--- src/rtl/ooo_front_exec_pkg.sv ---
// Shared widths and opcode encoding for the single-issue front end / execute core.
package ooo_front_exec_pkg;

    localparam int INST_LEN      = 8;
    localparam int MEMI_SIZE_LOG = 4;
    localparam int REG_LEN       = 4;
    localparam int RF_SIZE_LOG   = 2;
    localparam int MEMD_SIZE_LOG = 2;
    localparam int INST_SIZE_LOG = 2;
    localparam int ROM_DEPTH     = 1 << MEMI_SIZE_LOG;

    typedef enum logic [INST_SIZE_LOG-1:0] {
        OP_LI  = 2'd0,
        OP_ADD = 2'd1,
        OP_LD  = 2'd2,
        OP_BR  = 2'd3
    } op_e;

endpackage

--- src/rtl/ooo_front_exec_inst_rom.sv ---
// Instruction ROM: reset (async) loads the image, contents then hold; combinational read.
// MEMI_INIT_PROG_EN selects the demo program image; otherwise every word resets to 0x00.
module inst_rom
    import ooo_front_exec_pkg::*;
(
    input  logic                     clk,
    input  logic                     rst,
    input  logic [MEMI_SIZE_LOG-1:0] addr,
    output logic [INST_LEN-1:0]      data
);

    logic [INST_LEN-1:0] mem_q [ROM_DEPTH];
    logic [INST_LEN-1:0] mem_d [ROM_DEPTH];

    function automatic logic [INST_LEN-1:0] reset_word(input logic [MEMI_SIZE_LOG-1:0] idx);
        logic [INST_LEN-1:0] w;
        w = '0;
`ifdef MEMI_INIT_PROG_EN
        case (idx)
            4'd0:    w = 8'h18;
            4'd1:    w = 8'h24;
            4'd2:    w = 8'h76;
            4'd3:    w = 8'h84;
            4'd4:    w = 8'hF0;
            default: w = 8'h00;
        endcase
`else
        w = idx == idx ? 8'h00 : 8'h00;
`endif
        return w;
    endfunction

    // No write port: the next-state of every word is its current value.
    always_comb begin
        for (int i = 0; i < ROM_DEPTH; i++) begin
            mem_d[i] = mem_q[i];
        end
    end

    always_ff @(posedge clk or posedge rst) begin
        if (rst) begin
            for (int i = 0; i < ROM_DEPTH; i++) begin
                mem_q[i] <= reset_word(i[MEMI_SIZE_LOG-1:0]);
            end
        end else begin
            for (int i = 0; i < ROM_DEPTH; i++) begin
                mem_q[i] <= mem_d[i];
            end
        end
    end

    assign data = mem_q[addr];

endmodule

--- src/rtl/ooo_front_exec.sv ---
// Single-issue core slice: instruction ROM, combinational decoder and combinational execute datapath.
// Build option MEMI_INIT_PROG_EN (in inst_rom) selects the demo program as the reset image.
module ooo_front_exec
    import ooo_front_exec_pkg::*;
(
    input  logic                     clk,
    input  logic                     rst,
    input  logic [MEMI_SIZE_LOG-1:0] pc,
    output logic [INST_LEN-1:0]      inst,
    output logic [INST_SIZE_LOG-1:0] opcode,
    output logic                     rs1_used,
    output logic                     rs2_used,
    output logic [RF_SIZE_LOG-1:0]   rs1,
    output logic [RF_SIZE_LOG-1:0]   rs2,
    output logic [RF_SIZE_LOG-1:0]   rd,
    output logic [REG_LEN-1:0]       rs1_imm,
    output logic [MEMI_SIZE_LOG-1:0] rs1_br_offset,
    output logic                     wen,
    output logic                     rd_data_use_alu,
    output logic                     mem_valid,
    output logic                     is_br,
    input  logic [MEMI_SIZE_LOG-1:0] ex_pc,
    input  logic [INST_SIZE_LOG-1:0] ex_op,
    input  logic [REG_LEN-1:0]       ex_rs1_imm,
    input  logic [MEMI_SIZE_LOG-1:0] ex_rs1_br_offset,
    input  logic [REG_LEN-1:0]       ex_rs1_data,
    input  logic [REG_LEN-1:0]       ex_rs2_data,
    input  logic                     ex_rd_data_use_alu,
    input  logic                     ex_is_br,
    input  logic [REG_LEN-1:0]       ex_mem_data,
    output logic [MEMD_SIZE_LOG-1:0] ex_mem_addr,
    output logic [REG_LEN-1:0]       ex_rd_data,
    output logic                     ex_taken,
    output logic [MEMI_SIZE_LOG-1:0] ex_next_pc
);

    logic [REG_LEN-1:0] alu_res;

    inst_rom u_inst_rom (
        .clk  (clk),
        .rst  (rst),
        .addr (pc),
        .data (inst)
    );

    // Field extraction is unconditional; only the control flags depend on the opcode.
    always_comb begin
        opcode          = inst[7:6];
        rd              = inst[5:4];
        rs1             = inst[3:2];
        rs2             = inst[1:0];
        rs1_imm         = {{(REG_LEN-RF_SIZE_LOG){1'b0}}, inst[3:2]};
        rs1_br_offset   = inst[5:2];
        wen             = 1'b0;
        rs1_used        = 1'b0;
        rs2_used        = 1'b0;
        rd_data_use_alu = 1'b0;
        mem_valid       = 1'b0;
        is_br           = 1'b0;
        case (op_e'(inst[7:6]))
            OP_LI: begin
                wen             = 1'b1;
                rd_data_use_alu = 1'b1;
            end
            OP_ADD: begin
                wen             = 1'b1;
                rs1_used        = 1'b1;
                rs2_used        = 1'b1;
                rd_data_use_alu = 1'b1;
            end
            OP_LD: begin
                wen             = 1'b1;
                rs1_used        = 1'b1;
                mem_valid       = 1'b1;
            end
            OP_BR: begin
                rs2_used        = 1'b1;
                rd_data_use_alu = 1'b1;
                is_br           = 1'b1;
            end
            default: ;
        endcase
    end

    always_comb begin
        alu_res = '0;
        case (op_e'(ex_op))
            OP_LI:   alu_res = ex_rs1_imm;
            OP_ADD:  alu_res = ex_rs1_data + ex_rs2_data;
            default: alu_res = '0;
        endcase
    end

    // Taken only looks at the branch flag, not the opcode, so the ROB entry decides.
    always_comb begin
        ex_rd_data  = ex_rd_data_use_alu ? alu_res : ex_mem_data;
        ex_mem_addr = (op_e'(ex_op) == OP_LD) ? ex_rs1_data[MEMD_SIZE_LOG-1:0] : '0;
        ex_taken    = ex_is_br && (ex_rs2_data == '0);
        ex_next_pc  = ex_taken ? ex_pc + ex_rs1_br_offset : ex_pc + 1'b1;
    end

endmodule

--- config.mk ---
export PLATFORM = sky130hd
export DESIGN_NAME = ooo_front_exec
export DESIGN_NICKNAME = d
export VERILOG_FILES = /design/src/rtl/ooo_front_exec_pkg.sv /design/src/rtl/ooo_front_exec_inst_rom.sv /design/src/rtl/ooo_front_exec.sv
export SDC_FILE = /design/constraint.sdc
export NUM_CORES = 1
export LEC_CHECK = 0
export CAP_MARGIN = 30
export CELL_PAD_IN_SITES_DETAIL_PLACEMENT = 1
export CELL_PAD_IN_SITES_GLOBAL_PLACEMENT = 1
export CORE_AREA = 5 5 42 44
export DETAILED_ROUTE_END_ITERATION = 10
export DIE_AREA = 0 0 47 49
export DONT_BUFFER_PORTS = 1
export PLACE_DENSITY_LB_ADDON = 0.1
export SLEW_MARGIN = 20
export SYNTH_ARGS = -nofsm -noshare
export SYNTH_HDL_FRONTEND = slang
export SYNTH_SLANG_ARGS = --single-unit
--- constraint.sdc ---
create_clock -name clk -period 5.55 [get_ports clk]
set_clock_uncertainty 0.2 [all_clocks]
set_input_delay 1.11 -clock clk [delete_from_list [all_inputs] [get_ports clk]]
set_output_delay 1.11 -clock clk [all_outputs]
set_load 0.01 [all_outputs]
== Word level (Yosys, flattened, before mapping) ==
Memories as Yosys holds them, arrays and structs flattened.
Index checks and enable logic that the tools add are counted.

* Register bits after elaboration: 0
* Memory bits (read-only): 128
* Bits of input ports: 34
* Output and inout port bits: 41
* Word-level logic and storage cells: 31
* Memories: 1

* $add $sub $neg: 3
* $lt $le $gt $ge: 1
* Equal/unequal tests: 5
* Muxes and demuxes: 12
* Bitwise operators: 1
* Reductions and logical operators: 8

{| class="wikitable"
|+ Memories
! name !! depth !! bits a word !! rd ports !! clocked after Yosys merged registers in !! wr ports !! line !! text
|-
| (name not given) || 16 || 8 || 1 || 0 || 0 || ooo_front_exec_inst_rom.sv:52 || <nowiki>assign data = mem_q[addr];</nowiki>
|}

{| class="wikitable"
|+ Operators with widths
! cell !! count
|-
| 2-to-1 mux 8 bit || 2
|-
| adder 4 bit || 2
|-
| 2-to-1 mux 4 bit || 2
|-
| one-hot mux 4 bit (2 select lines) || 1
|-
| == test 2 bit (second input constant) || 3
|-
| 2-to-1 mux 1 bit || 6
|-
| OR reduction 3 bit || 2
|-
| greater-or-equal comparator 5 bit (second input constant) || 1
|-
| NOT 4 -> 5 bit || 1
|-
| adder 4 x 1 -> 4 bit (second input constant) || 1
|-
| == test 2 x 1 -> 1 bit (second input constant) || 2
|-
| logical NOT 2 bit || 2
|-
| logical NOT 4 bit || 1
|-
| OR reduction 2 bit || 2
|-
| 2-to-1 mux 2 bit || 1
|-
| logical AND 1 bit || 1
|}

== Logic depth before layout (Yosys ltp) ==
* Depth after elaboration: 7
* Mapped depth: 8
* Mapped depth without buffers: 8

== Hierarchy ==
Synthesis repeated with hierarchy kept, for this count alone.

* Cells, all modules: 84
* Area, all modules: 641.9 sq um

{| class="wikitable"
|+ By module, submodules not included
! module !! instances !! cells each !! area an instance (sq um) !! sequential area each (sq um)
|-
| ooo_front_exec || 1 || 75 || 578.1 || 0.0
|-
| inst_rom || 1 || 9 || 63.8 || 0.0
|}

== Least setup slack after synthesis ==
No wires, ideal clock.

* Path type: input to output
* From: input ex_rs2_data[1]
* To: output ex_next_pc[3]
* Arrival: 2.500 ns
* Required time: 4.240 ns
* Slack: 1.740 ns
* Stages: 8
* Path buffers: 0
* Cell sequence: nor2_1 -> and3_1 -> and2_1 -> ha_1 -> a21o_1 -> a21oi_2 -> xnor2_1 -> xnor2_1

* Longest elaborated chain between the ends: 3

{| class="wikitable"
|+ RTL lines
! item !! line !! text
|-
| start, declared || ooo_front_exec.sv:27 || <nowiki>input logic [REG_LEN-1:0] ex_rs2_data,</nowiki>
|-
| logical NOT 4 bit || ooo_front_exec.sv:98 || <nowiki>ex_taken = ex_is_br && (ex_rs2_data == '0);</nowiki>
|-
| logical AND 1 bit || ooo_front_exec.sv:98 ||
|-
| net ex_taken || ooo_front_exec.sv:33 || <nowiki>output logic ex_taken,</nowiki>
|-
| 2-to-1 mux 4 bit || ooo_front_exec.sv:99 || <nowiki>ex_next_pc = ex_taken ? ex_pc + ex_rs1_br_offset : ex_pc + 1'b1;</nowiki>
|-
| end, declared || ooo_front_exec.sv:34 || <nowiki>output logic [MEMI_SIZE_LOG-1:0] ex_next_pc</nowiki>
|}

The timed path passes the listed nets, and every way through them passes these cells.

== Worst setup path in the final report ==
Same ends and word-level chain as after synthesis.

==> impl_metrics.yaml <==
sta:
  setup_tns_ps: 0
  finalCritPeriodShare_pct: 71.4
  setup_viol_count_final: 0
  period_needed_ps: 3960
  maxSlewViolCount: 0
  clock.fmax_mhz: 252
  hold_viol: 0
  rsz0062_at_grt: "no"
grt:
  antenna_found_initial: 0
  grt_start_max_net_pins: 7
  grt-ovfl-total: 0
  grtUsageTotal_pct: 8.86
  grt_pass1_vias: 387
  grt_pass1_wl_um: 1640
power:
  clkPwrFrac_pct: 0
  leakagePower_nw: 0.279
  p_seq_share_pct: 0
  combinationalPowerShare_pct: 100.0
  worst_ir_drop_vdd_mv: 0.0248
  p_switching_uw: 24.1
  switching_share_pct: 65.5
  total_power_uw: 36.8
  power_density_nw_per_um2: 76.4
  p_int_uw: 12.7
cells_and_area:
  num-clock-buffers: 0
  layout.nets: 117
  nFillCells: 204
  diodes: 0
  drive_gt1_share_pct: 4.11
  syn_to_final_growth_pct: -17.2
  register_area_um2: 0
  seq_cell_count: 0
floorplanning:
  die_w_um: 47
  core.rowCount: 14
  start_util_pct: 41.5
  fp.dieArea_um2: 2300
  io-pin-count: 75
  die_h_um: 49
  coreArea_um2: 1400
routing:
  remaining_drc_errors: 0
  ant_nets: 0
  firstDrtPassIters: 4
  vias_per_cell: 4.37
  via_count: 389
  wire_per_inst_um: 13.5
  routed_wl_um: 1200
  drtIter0Drc: 2
cts:
  cts_hold_buf: 0
  cts_resized: 0
  post_cts_buffers: 0
hold_path:
  min-delay-start: "ex_rd_data_use_alu"
  min_path_cells: 1
  hold_class: "in2out"
placed_design:
  dp_hpwl_um: 1170
  place.port_buffers: 0
  place_congestion: 0.619
yosys:
  synthXorXnorAreaFrac_pct: 9.03
  ys_warn_count: 0
  synthAdderAreaFrac_pct: 19.8
  synth_cells: 75
  ys_seq_area_share_pct: 0
  ys_types: 20
  synthMuxAreaShare_pct: 3.44
  synth_area_um2: 582
  synth_compound_area_share_pct: 12.9
  synth_top_family_by_area: "buffers and inverters"
  synth_area_per_cell_um2: 7.76
  synth-simple-area-share_pct: 12.3
critical_path:
  path_class: "in2out"
  path_max_fanout: 4
  path_cells: "nor2_1, and3_1, and2_1, ha_1, a21o_1, a21oi_2, xnor2_1, xnor2_1"
  end_kind: "primary output"
  crit_arrival_ps: 2650
  crit_start: "ex_rs2_data[1]"
  crit_family: "simple AND/OR/NAND/NOR gates"
  cp.required_ps: 4240
  crit_buf_inv: 0
  slowest_delay_ps: 300
  crit_path_start_kind: "primary input"
  slowest_stage: "and3_1"
  worst-path-stages: 8
  worst_path_most_repeated_cell: "xnor2_1"
run:
  maxCapViolCount: 0
outcome:
  status: "finished, final reports clean"
==> through the flow <==
stage | worst slack (ps) | hold slack, ps | instances | cell area (µm²) | utilization (%)
floorplan | 1740 | 2110 | 103 | 687 | -
global placement | 1600 | 2120 | 89 | 482 | 34.4
detailed placement | 1550 | 2120 | 89 | 482 | 34.4
CTS | 1550 | 2120 | 89 | 482 | 34.4
global route | 1410 | 2120 | 89 | 482 | 34.4
finish | 1590 | 2120 | 89 | 482 | 34.4
==> final cells by class <==
class	count	area, µm²	share of cell area [%]
inverters	4	15.0	3.12
well taps	16	20.0	4.16
multi-input cells	69	447	92.7
==> per-layer routing <==
metal  up-vias  global-route usage (%)  part of all wire [%]
li1        184                       -                     -
met1       166                    11.2                    34
met2        39                    16.1                    47
met3         0                    1.48                    18
met4         0                       0                     0
met5         -                       0                     0
==> cells in the final DEF, fill, tap and decap left out <==
cell type | Yosys | final
conb_1 | 2 | 30
ha_1 | 6 | 6
xnor2_1 | 5 | 5
nor2_1 | 4 | 4
inv_1 | 4 | 4
and3_1 | 3 | 3
o22ai_1 | 3 | 3
and2_1 | 2 | 2
nand2b_1 | 2 | 2
a21o_1 | 2 | 2
a21oi_2 | 2 | 2
mux2i_1 | 2 | 2
fa_1 | 2 | 2
nand4_1 | 1 | 1
xor2_1 | 1 | 1
a21oi_1 | 1 | 1
nor2b_1 | 1 | 1
a31oi_1 | 1 | 1
o31ai_2 | 1 | 1
==> synthesized netlist by cell type (all sizes together) <==
cell    count  share of area [%]
nand2b      2                2.2
and2        2                2.2
and3        3                3.2
nor2b       1                1.1
fa          2                6.9
a21o        2                2.6
xor2        1                1.5
o22ai       3                3.2
nand4       1                1.1
nor2        4                2.6
inv         4                2.6
a21oi       3                3.9
o31ai       1                2.2
xnor2       5                7.5
a31oi       1                1.1
buf        30                 39
conb        2                1.3
ha          6                 13
mux2i       2                3.4
==> final timing paths <==
check | endpoint | slack, ps
worst max-delay path | ex_next_pc[3] | 1590
worst min-delay path | ex_rd_data[2] | 2120
==> power by group through the flow <==
stage / combinational, mW / sequential, mW / clock [mW]
floorplan: 0.0483 / 0 / 0
global placement: 0.0360 / 0 / 0
detailed placement: 0.0364 / 0 / 0
CTS: 0.0365 / 0 / 0
global route: 0.0412 / 0 / 0
finish: 0.0368 / 0 / 0
==> kinds of logic after synthesis <==
kind of cell	Yosys count
AND/OR/NAND/NOR	13
multiplexers	2
adder cells (fa/ha/maj)	8
other	2
buffers and inverters	34
AO/OA/AOI/OAI	10
XOR/XNOR	6
(Power assumes the default switching activity.)
